File: src/rtl/switch_debouncer.sv
// Switch debouncer: 2-flop synchronizer plus a per-bit stability counter.
// Define SWITCH_DEBOUNCER_EDGE_EN to build the registered rise/fall pulse outputs.
module switch_debouncer #(
  parameter int unsigned N             = 4,
  parameter int unsigned STABLE_CYCLES = 4,
  parameter int unsigned CNT_W         = $clog2(STABLE_CYCLES)
) (
  input  logic         clk,
  input  logic         n_rst,
  input  logic [N-1:0] raw,
  output logic [N-1:0] switch,
  output logic [N-1:0] rise,
  output logic [N-1:0] fall
);

  localparam logic [CNT_W-1:0] CntMax = CNT_W'(STABLE_CYCLES - 1);

  logic [N-1:0]     s1_q, s2_q;
  logic [N-1:0]     switch_q, switch_d;
  logic [N-1:0]     upd;
  logic [CNT_W-1:0] cnt_q [N];
  logic [CNT_W-1:0] cnt_d [N];

  // A bit flips only after STABLE_CYCLES consecutive disagreeing samples; one agreeing
  // sample throws the whole count away.
  always_comb begin
    upd = '0;
    for (int i = 0; i < N; i++) begin
      cnt_d[i] = '0;
      if (s2_q[i] != switch_q[i]) begin
        if (cnt_q[i] == CntMax) begin
          upd[i] = 1'b1;
        end else begin
          cnt_d[i] = cnt_q[i] + CNT_W'(1);
        end
      end
    end
    switch_d = switch_q ^ upd;
  end

  always_ff @(posedge clk or negedge n_rst) begin
    if (!n_rst) begin
      s1_q     <= '0;
      s2_q     <= '0;
      switch_q <= '0;
      for (int i = 0; i < N; i++) begin
        cnt_q[i] <= '0;
      end
    end else begin
      s1_q     <= raw;
      s2_q     <= s1_q;
      switch_q <= switch_d;
      for (int i = 0; i < N; i++) begin
        cnt_q[i] <= cnt_d[i];
      end
    end
  end

  assign switch = switch_q;

`ifdef SWITCH_DEBOUNCER_EDGE_EN
  logic [N-1:0] rise_q, fall_q;

  // On an update the new level equals s2, so s2 selects the pulse direction.
  always_ff @(posedge clk or negedge n_rst) begin
    if (!n_rst) begin
      rise_q <= '0;
      fall_q <= '0;
    end else begin
      rise_q <= upd & s2_q;
      fall_q <= upd & ~s2_q;
    end
  end

  assign rise = rise_q;
  assign fall = fall_q;
`else
  assign rise = '0;
  assign fall = '0;
`endif

endmodule

File: config.mk
export PLATFORM = sky130hd
export DESIGN_NAME = switch_debouncer
export DESIGN_NICKNAME = d
export VERILOG_FILES = /design/src/rtl/switch_debouncer.sv
export SDC_FILE = /design/constraint.sdc
export NUM_CORES = 1
export LEC_CHECK = 0
export ABC_AREA = 1
export BUFFER_PORTS_ARGS = -buffer_cell sky130_fd_sc_hd__buf_2
export CORE_AREA = 2 2 43 45
export DETAILED_ROUTE_END_ITERATION = 16
export DIE_AREA = 0 0 45 47
export GPL_TIMING_DRIVEN = 0
export PLACE_DENSITY = 0.79
export SKIP_CTS_REPAIR_TIMING = 1
export SLEW_MARGIN = 40
export SYNTH_ARGS = -nofsm -noshare
export SYNTH_HDL_FRONTEND = slang
export SYNTH_SLANG_ARGS = --single-unit
export TNS_END_PERCENT = 1
File: constraint.sdc
create_clock -name clk -period 1.5 [get_ports clk]
set_input_delay 0.15 -clock clk [delete_from_list [all_inputs] [get_ports clk]]
set_output_delay 0.15 -clock clk [all_outputs]
set_load 0.02 [all_outputs]
==> run summary, run 1 <==
The run finished with clean final reports. The sequential cell fraction of total power is 45.4%. The first global-routing pass estimated 1590 um of wire. The power density over the cells came out at about 1700 mW/mm^2.

The DRC violation count after routing came out at 0. The die is between 40 and 50 um wide. Counting every instance in the synthesized netlist gives a little under 80. The number of buffers created by CTS is 3. For the worst-skew pair, the clock arrives at the later sink with an insertion delay of approximately 0.31 ns.

The floorplan step defined a die boundary enclosing ~0.0021 mm^2. The flip-flop and latch count after synthesis is 20. The average via count per standard cell is ~4.2.

Derived from the worst setup path, the maximum achievable clock frequency is roughly 0.96 GHz. The top flip-flop cell by instance count after synthesis is dfrtp_1. The antenna violation net count after detailed routing is 0. The total number of placement rows is 15. The maximum number of pins on one net before global-route repair is 21.

The detailed-routing iteration count for the pre-antenna-repair pass came out at 2. The count of warnings emitted by yosys is 0. The maximum resistive drop on vdd is roughly 970 uV.

The layout cell share with drive strength beyond 1 came out at about a fifth. The maximum root-to-sink buffer count came out at 2. The largest single stage delay on the critical path is about 0.41 ns.

The sequential cell area fraction in the yosys report is between 60% and 70%. The tree built by TritonCTS fans out to 20 sinks. Detailed routing inserted a total of around 500 vias. The share of flip-flops with an asynchronous set or reset came out at 100%. After detailed routing, the average wire length per cell comes to roughly 9.6 um. The fraction of power consumed by combinational cells is approximately 28%.

Summed over all instances, the cell type with the most area after synthesis is dfrtp_1. The fraction of power spent switching nets is 31.7%. The violation count after the first detailed-routing iteration came out at 9.

The critical path arrival came out at 1.29 ns. In this run the static leakage power is around 0.56 nW. Max-cap violations in this run came to 0. The count of final hold-check violations is 0. The final cell count without fillers came out at 119. The most repeated cell in the gate-level netlist after synthesis is dfrtp_1. The synthesized area divided by synthesized cell count came out at approximately 10 um^2.

The power share of the clock group is roughly a quarter. The antenna diode count came out at 0. The number of placed I/O pins came out at 18.

After routing, the total negative slack on setup checks comes to 0 ns. Setup repair after global routing left no endpoint under its margin. CTS built an H-tree with a depth of 1. By area the synthesized netlist is led by dfrtp_1, buf_4, nand2_1, ha_1, inv_1. Input and output buffers added on the ports amount to 9.

The core area is 0.00165 mm^2. The reported net switching power is between 0.5 and 0.6 mW. The post-synthesis to final-layout area growth came out at 24.6%. The worst setup path is captured at a register. The cell internal power dissipation is approximately 1.2 mW.

Detailed placement ended at an HPWL of approximately 750 um. The clock root buffer is clkbuf_4. The clock tree from TritonCTS is yes. The final critical path takes up 69.1% of the cycle.

The path class of the tightest hold or removal check is in -> async. The worst reg-to-reg setup slack came out at between 0.4 and 0.5 ns. The mapped netlist covers 795 um^2. The number of nets in the finished design is approximately 110.

The number of global-route vias before repair is 400. The post-placement cell count came out at 110. The final-report max-slew violation count is 0. The critical path goes through ha_1 -> or2_0 -> nor2_1. Once the floorplan was initialized, standard cells occupied between 40 and 50% of the core. The slowest stage of the critical path is the dfrtp_1 cell. The clock transition at the registers of the reported paths came out at between 0.1 and 0.15 ns. The commonest cells after synthesis are dfrtp_1, nand2_1, inv_1, buf_4, nor2_1. Across the routed clock network, the largest skew measured is roughly 0.0010 ns.

For this run the aggregate overflow at the end of global routing stands at 0. The critical path required time came out at 1.75 ns. The wire length after detailed routing is around 1100 um. The number of synthesized flops with an enable pin came out at 0. The post-synthesis cell type count is 9. The proportion of netlist area held by the largest area contributor is between 60% and 70%. The shortest period the worst path allows is slightly above 1 ns. The worst-path maximum fanout is 3. For this run, the total global-route usage over all layers was measured as about 12%. Setup violations remaining at the end of the flow were counted as 0.

By startpoint and endpoint, the worst setup path is classified as reg -> reg. The initial antenna violation count came out at 0. The floorplan die height came out at ~47 um.

The final weighted congestion in routability-driven placement is between 0.7 and 0.8. The worst setup path is launched from a register.
routing by layer:
metal	global-route usage, %	wire length, um	vias up
met1	11.8	455	220
met4	8.82	19	0
met3	3.46	73	2
met2	20.0	595	17
met5	0	0	-
li1	-	-	262
power groups by stage:
stage               registers (mW)  logic, mW  clock network, mW
floorplan                    0.821      0.286                  0
global placement             0.766      0.438                  0
detailed placement           0.776      0.464                  0
CTS                          0.767      0.475              0.444
global route                 0.783      0.545              0.463
finish                       0.765      0.476              0.442
worst paths after layout:
check | startpoint | to | depth (start not counted)
worst min register to register | s1_q[3] | s2_q[3] | 0
worst max-delay path | cnt_q[4] | cnt_q[4] | 3
worst min-delay path | n_rst | cnt_q[4] | 2
max in group asynchronous | n_rst | cnt_q[1] | 2
worst max register to register | cnt_q[4] | cnt_q[4] | 3
min in group clk | s1_q[3] | s2_q[3] | 0
metrics by stage:
step | power (mW) | instance area (um^2) | setup slack (ns) | hold WS (ns) | util (%)
after floorplan | 1.11 | 821 | 0.578 | -0.146 | -
after global placement | 1.20 | 887 | 0.548 | 0.107 | 53.7
after detailed placement | 1.24 | 887 | 0.499 | 0.112 | 53.7
after CTS | 1.69 | 940 | 0.439 | -0.226 | 56.9
after global routing | 1.79 | 990 | 0.376 | 0.339 | 59.9
final | 1.68 | 990 | 0.464 | 0.289 | 59.9
final cells by class:
type                       instances  area, um^2
clock inverter                     1        30.0
sequential                        20         500
clock buffer                       3        22.5
inverter                          12        45.0
buffer                             8        60.1
timing repair buffer              14        95.1
tap                               17        21.3
multi-input combinational         44         215
fill                             147         662
kinds of logic after synthesis:
kind of cell	share of synthesized area, %
AND/OR/NAND/NOR	14.5
buffers and inverters	13.2
adder cells (fa/ha/maj)	6.30
other	0.472
flip-flops	63.0
AO/OA/AOI/OAI	2.52
worst max-delay path: cells and delay by family, from the launching register on:
family | cells | cell delay [ns]
adders and majority gates | 1 | 0.23
and+or+nand+nor | 2 | 0.34
DFF | 1 | 0.41
cells in the final DEF (no fill, tap or decap), drive strengths merged:
master,instances
nand2,16
buf,17
nor2,8
clkbuf,3
dlygate4sd3,5
o21ai,4
bufinv,1
or2,4
inv,12
dfrtp,20
ha,4
conb,8
Note: power is estimated with default switching activity, not from simulation.
==> inputs of run 2 (changes only) <==
- CORE_AREA: 2 2 43 45 -> 2 2 46 48
- DIE_AREA: 0 0 45 47 -> 0 0 48 50
- PLACE_DENSITY: 0.79 -> 0.73
- clock period: 1.5 -> 0.9 ns (I/O delays scaled with it)
==> run 2 against run 1 <==
Against the previous run: final area up 9.9%; sequential share of layout area fell by 4.5 points; worst setup slack lost 0.53 ns; core utilization decreased by 2.8 points; total power is 84% higher; the flow now finishes with violations (setup timing); combinational power grew 120%; maximum frequency is 6.9% higher; register-to-register slack got worse by 0.53 ns; non-clock buffer count up 2; critical path type unchanged; global-route usage is 1.8 points lower.
==> run summary, run 2 (synthesized netlist as in run 1, its figures left out) <==
The average via count per standard cell came out at about 4. The final setup TNS came out at -0.305 ns. In this run the number of cells on the critical path is 3. The clock root buffer is clkbuf_4. Across the run, the number of max-cap violations was 0. The post-synthesis to final-layout area growth came out at 36.9%. The floorplan die width came out at approximately 48 um. The worst-path maximum fanout is 3. The worst reg2reg path depth is 3. The initial antenna violation count is 0. Setup repair after global routing could not meet its margin everywhere.

Routability-driven placement finished with a final weighted congestion of around 0.64. The first-pass GRT wire length is approximately 1600 um. The worst hold margin is ~0.25 ns. The placement-stage cell area came out at 902 um^2. The antenna violation net count after detailed routing came out at 0. The clock arrives with roughly 0.0032 ns of skew. The clock transition at the registers of the reported paths is 0.11 ns. The count of final hold-check violations was 0.

The final worst-path setup slack came out at -0.0699 ns. Setup slack on the worst reg-to-reg path comes out at -0.07 ns. The number of nets in the finished design is ~120. Broken down by cell family, the worst path's largest delay share belongs to flip-flops. The delay of the slowest cell on the worst path came out at 0.43 ns.

STA classifies the critical path endpoint as a register. After detailed routing, the total wire length is between 1000 and 1500 um. For this design the ratio of total power to cell area is about 2900 mW/mm^2. The number of global-route vias before repair is roughly 430. The number of filler instances in the final layout is approximately 160. The flow ran to the end, but the final reports show violations.

The critical setup path kind is reg -> reg. The critical path starts at cnt_q[2]. Derived from the worst setup path, the maximum achievable clock frequency is between 1 and 1.5 GHz.

Leaving out fill and tap cells, the most frequent cell in the layout is dfrtp_1. The checks that failed: setup timing. The startpoint type of the worst setup path is a register. Once layout is done, the placed cells without fillers occupy around 0.0011 mm^2.

The aggregate global-route resource usage is around a tenth. The routed via count is around 540. The violation count after the first detailed-routing iteration is 3.

The later-pin clock latency in the skew report is around 0.29 ns. The critical path arrival is approximately 1.2 ns. The worst hold-check path type is in -> async. The DRC violation count after routing came out at 0. The number of sinks handled by clock tree synthesis is 20. The antenna diode count came out at 0. TritonCTS built the clock tree. The total buffers and inverters traversed by the critical path came out at 0. In this run the critical register-to-register path is captured at cnt_q[2].

Traced cell by cell, the critical path runs through ha_4 -> or2_0 -> nor2_1. The final-report max-slew violation count came to 0. The worst register-to-register path begins at cnt_q[2]. The number of placed I/O pins is 18. The total congestion overflow after global routing came out at 0.

The total number of placement rows is 16. Setup violations remaining at the end of the flow were counted as 8. The slowest stage of the critical path belongs to the cell dfrtp_1. The final critical-path share of the clock period came out at 108%.

The layout cell share with drive strength beyond 1 is 30.8%. The worst-case IR drop observed on VDD is a little over 2000 uV. The number of buffers created by CTS came out at 3. The maximum number of pins on one net before global-route repair is 21. The area of the die came out at 0.00240 mm^2. STA puts the critical path data required time at around 1.1 ns.

For the finished layout, the period the worst path requires is 0.970 ns. After detailed routing, the average wire length per cell comes to between 9 and 10 um. The region available for standard cell placement spans 0.00190 mm^2. The initial cell density of the core came out at about two fifths. The design draws about 3.1 mW. The floorplan die height came out at 50 um. Summed over all nets, the half-perimeter wirelength after detailed placement is approximately 760 um.

The maximum level of the CTS H-tree is 1. The detailed-routing iteration count for the pre-antenna-repair pass is 4. The combined area of the multi-input logic cells is 273 um^2. The longest clock path from root to sink contains 2 buffers. Input and output buffers added on the ports amount to 9. The library cells used most frequently in the layout, excluding fill and tap cells, are dfrtp_1, nand2_1, inv_1, buf_4, conb_1. The capturing instance or port of the critical path is cnt_q[2]. Registers take about 500 um^2. The leakage dissipation is roughly 0.57 nW.
==> run 2: worst min path at each step <==
| stage | slack [ns] | startpoint | to | cells past startpoint |
|---|---|---|---|---|
| floorplan | -0.21 | n_rst | async pin | 0 |
| global placement | 0.05 | n_rst | cnt_q[1] | 1 |
| detailed placement | 0.05 | n_rst | cnt_q[0] | 1 |
| CTS | -0.28 | n_rst | s1_q[3] | 1 |
| global route | 0.29 | n_rst | s1_q[3] | 2 |
| finish | 0.25 | n_rst | s1_q[3] | 2 |
==> run 2: metal layers <==
metal  track usage (%)  wire length [um]  vias to the layer above
met1              11.6               484                      256
met2              14.4               708                       18
met4              5.86                 0                        0
met5                 0                 0                        -
li1                  -                 -                      265
met3              3.66                59                        0
==> run 2: area by class of cell <==
| cell class | count | share of cell area (%) |
|---|---|---|
| flip-flops and latches | 20 | 46.0 |
| clock inverters | 1 | 2.76 |
| plain buffers | 8 | 5.52 |
| inverters | 12 | 4.14 |
| clock buffers | 3 | 2.07 |
| well taps | 27 | 3.11 |
| repair buffers | 16 | 11.3 |
| multi-input cells | 44 | 25.1 |
==> run 2: power breakdown <==
part	total [mW]	switching, mW	internal (mW)
Combinational	1.04	0.538	0.503
Sequential	1.35	0.199	1.15
Clock	0.713	0.263	0.450
Total	3.10	1.00	2.10
==> run 2: through the flow <==
step           utilization [%]  setup WS, ns  std cells
6_report                  57.2       -0.0699        131
4_1_cts                   50.2       -0.0887        124
3_3_place_gp              47.4       -0.0489        120
3_5_place_dp              47.4       -0.0644        120
2_1_floorplan                -       -0.0216         84
5_1_grt                   57.2       -0.0993        131
==> inputs of run 3 (changes only) <==
- REMOVE_ABC_BUFFERS: unset -> 1
==> run 3 against run 2 <==
Against the previous run: worst setup slack lost 0.013 ns; hold slack gained 0.013 ns; critical endpoint is now cnt_q[4]; maximum frequency shrank 1.3%; sequential cell count is the same; sequential share of layout area grew 4.2 points; global-route usage grew 0.49 points; via count shrank 9.5%; register-to-register slack is essentially flat; critical path type unchanged; the flow still finishes with violations (setup timing); non-clock buffer count shrank 10; core utilization shrank 4.8 points.
==> run summary, run 3 (synthesized netlist as in run 1, its figures left out) <==
The flow ran to the end, but the final reports show violations. The final reports fail on setup timing. The summed area of non-filler cells in the final layout is 996 um^2. The violation count after the first detailed-routing iteration came out at 7.

The maximum resistive drop on vdd came out at around 1200 uV. In this run, CTS created clock tree buffers numbering 3. The number of filler instances in the final layout came out at ~170. The later-pin clock latency in the skew report is between 0.2 and 0.3 ns.

The tool flagged a number of max-cap violations equal to 0. Walking the worst path, the cells encountered are ha_4 -> or2_0 -> nor2_1. The first-pass GRT wire length came out at about 1600 um.

Detailed placement finished with a half-perimeter wire length of about 760 um. The number of sinks handled by clock tree synthesis came out at 20. The worst reg-to-reg setup slack is -0.08 ns. The maximum root-to-sink buffer count came out at 2.

The final-report max-slew violation count came out at 0. In this run the number of H-tree levels came out at 1. The final cell count without fillers is approximately 120.

The met3 track demand over resource in global routing came out at around 4.4%. The initial antenna violation count came out at 0. The number of antenna diodes in the final layout is 0.

The die is roughly 48 um wide. The critical path required time came out at around 1.1 ns. The worst register-to-register path ends at cnt_q[4]. Measured along the y axis, the die boundary spans approximately 50 um.

The global routing stage identified its most utilized layer as met2. The final critical-path share of the clock period is 109%. The core occupancy in the finished layout is roughly 52%.

The core area came out at roughly 0.0019 mm^2. The startpoint type of the worst setup path is a register. The clock transition at the registers of the reported paths came out at ~0.1 ns. The critical path arrival is 1.21 ns.

The post-placement cell count came out at between 100 and 150. Global routing used roughly 15% of the available met2 tracks. The aggregate global-route resource usage came out at 10.2%. The initial cell density of the core is between 40% and 50%. The cell internal power dissipation is ~1.9 mW. 18 I/O pins were placed. STA classifies the critical path endpoint as a register. The detailed-routing iteration count for the pre-antenna-repair pass came out at 4. The power share of the clock group is between 10% and 20%. After layout, the minimum clock period comes to roughly 1 ns. The final worst-path setup slack came out at -0.0826 ns. Setup repair after global routing could not meet its margin everywhere. The sequential cell fraction of total power came out at ~48%. The design draws ~2.8 mW. The critical path's slowest cell is dfrtp_1.

The global-route met1 utilization is between 10 and 15%. The count of final hold-check violations is 0. The wire length after detailed routing came out at ~1200 um. The number of global-route vias before repair is 420. The fraction of power consumed by combinational cells came out at about a third. The reported net switching power is around 1 mW. In this design, the largest share of critical-path delay is due to flip-flops. The final setup TNS came out at -0.368 ns. Detailed routing inserted a total of approximately 500 vias. In the layout the commonest cells are dfrtp_1, nand2_1, inv_1. The area of the die is 0.00240 mm^2. In this run the static leakage power is 0.504 nW.

The count of buffers from port buffering came out at 9. The average via count per standard cell is 4.03. The startpoint identified for the worst register-to-register timing path is cnt_q[4]. TritonCTS built the clock tree. The worst hold-check path type is in -> async. After floorplanning, the core was divided into 16 placement rows.

The detailed-route wire length per cell came out at 9.52 um. The total congestion overflow after global routing came out at 0. The total buffers and inverters traversed by the critical path came out at 0.

For this run, the slowest stage of the critical path takes ~0.43 ns. The setup violation total in the final timing report is 8. The layout cell share with drive strength beyond 1 is around 24%. The clock root buffer is clkbuf_4. The post-synthesis to final-layout area growth came out at 25.4%. Along the worst path, the maximum fanout reaches 3. The worst setup skew after layout is approximately 0.0038 ns. The fraction of power spent switching nets is 34.8%. The library cell used most frequently in the layout, excluding fill and tap cells, is dfrtp_1. The final weighted congestion in routability-driven placement came out at approximately 0.6. The antenna violation net count after detailed routing came out at 0. The power density over the cells is about 2800 mW/mm^2.

The worst hold margin is around 0.27 ns. Summing all placed instances gives a cell area of roughly 840 um^2. The pre-CTS setup slack is -0.110 ns. The maximum number of pins on one net before global-route repair came out at 21.

The critical path is of the reg -> reg type. The worst register-to-register path has a depth of 3. The DRC violation count after routing came out at 0. The number of nets in the finished design came out at around 110. The achievable clock frequency is between 1 and 1.5 GHz.
## run 3: cell count changes in the layout (fill, tap and decap cells not counted), sizes merged
| cell | before | now |
|---|---|---|
| buf | 19 | 9 |
| bufinv | 1 | 0 |
| clkbuf | 3 | 4 |
## run 3: layer usage
layer  wire length, um  vias to the layer above
li1                  -                      245
met2               658                       11
met4                 0                        0
met1               455                      232
met3                38                        0
met5                 0                        -
## run 3: layout make-up
cell class              instances  area (um^2)  share of cell area, %
well taps                      27         33.8                   3.39
flip-flops and latches         20          500                   50.3
multi-input cells              44          273                   27.4
clock buffers                   4         36.3                   3.64
inverters                      12         45.0                   4.52
repair buffers                 14          108                   10.8
## run 3: worst max path at each step
stage / from / endpoint / slack (ns) / cells past startpoint
after global placement: cnt_q[0] / cnt_q[0] / -0.05 / 3
after global routing: cnt_q[4] / cnt_q[4] / -0.13 / 3
after CTS: cnt_q[4] / cnt_q[4] / -0.15 / 3
after floorplan: cnt_q[0] / cnt_q[0] / -0.02 / 3
after detailed placement: cnt_q[4] / cnt_q[4] / -0.11 / 3
final: cnt_q[4] / cnt_q[4] / -0.08 / 3
## run 3: power groups by stage
| stage | clock network (mW) | registers, mW | logic (mW) |
|---|---|---|---|
| 6_report | 0.494 | 1.36 | 0.985 |
| 5_1_grt | 0.562 | 1.39 | 1.14 |
| 3_5_place_dp | 0 | 1.30 | 0.751 |
| 4_1_cts | 0.530 | 1.27 | 0.760 |
| 3_3_place_gp | 0 | 1.27 | 0.704 |
| 2_1_floorplan | 0 | 1.37 | 0.451 |
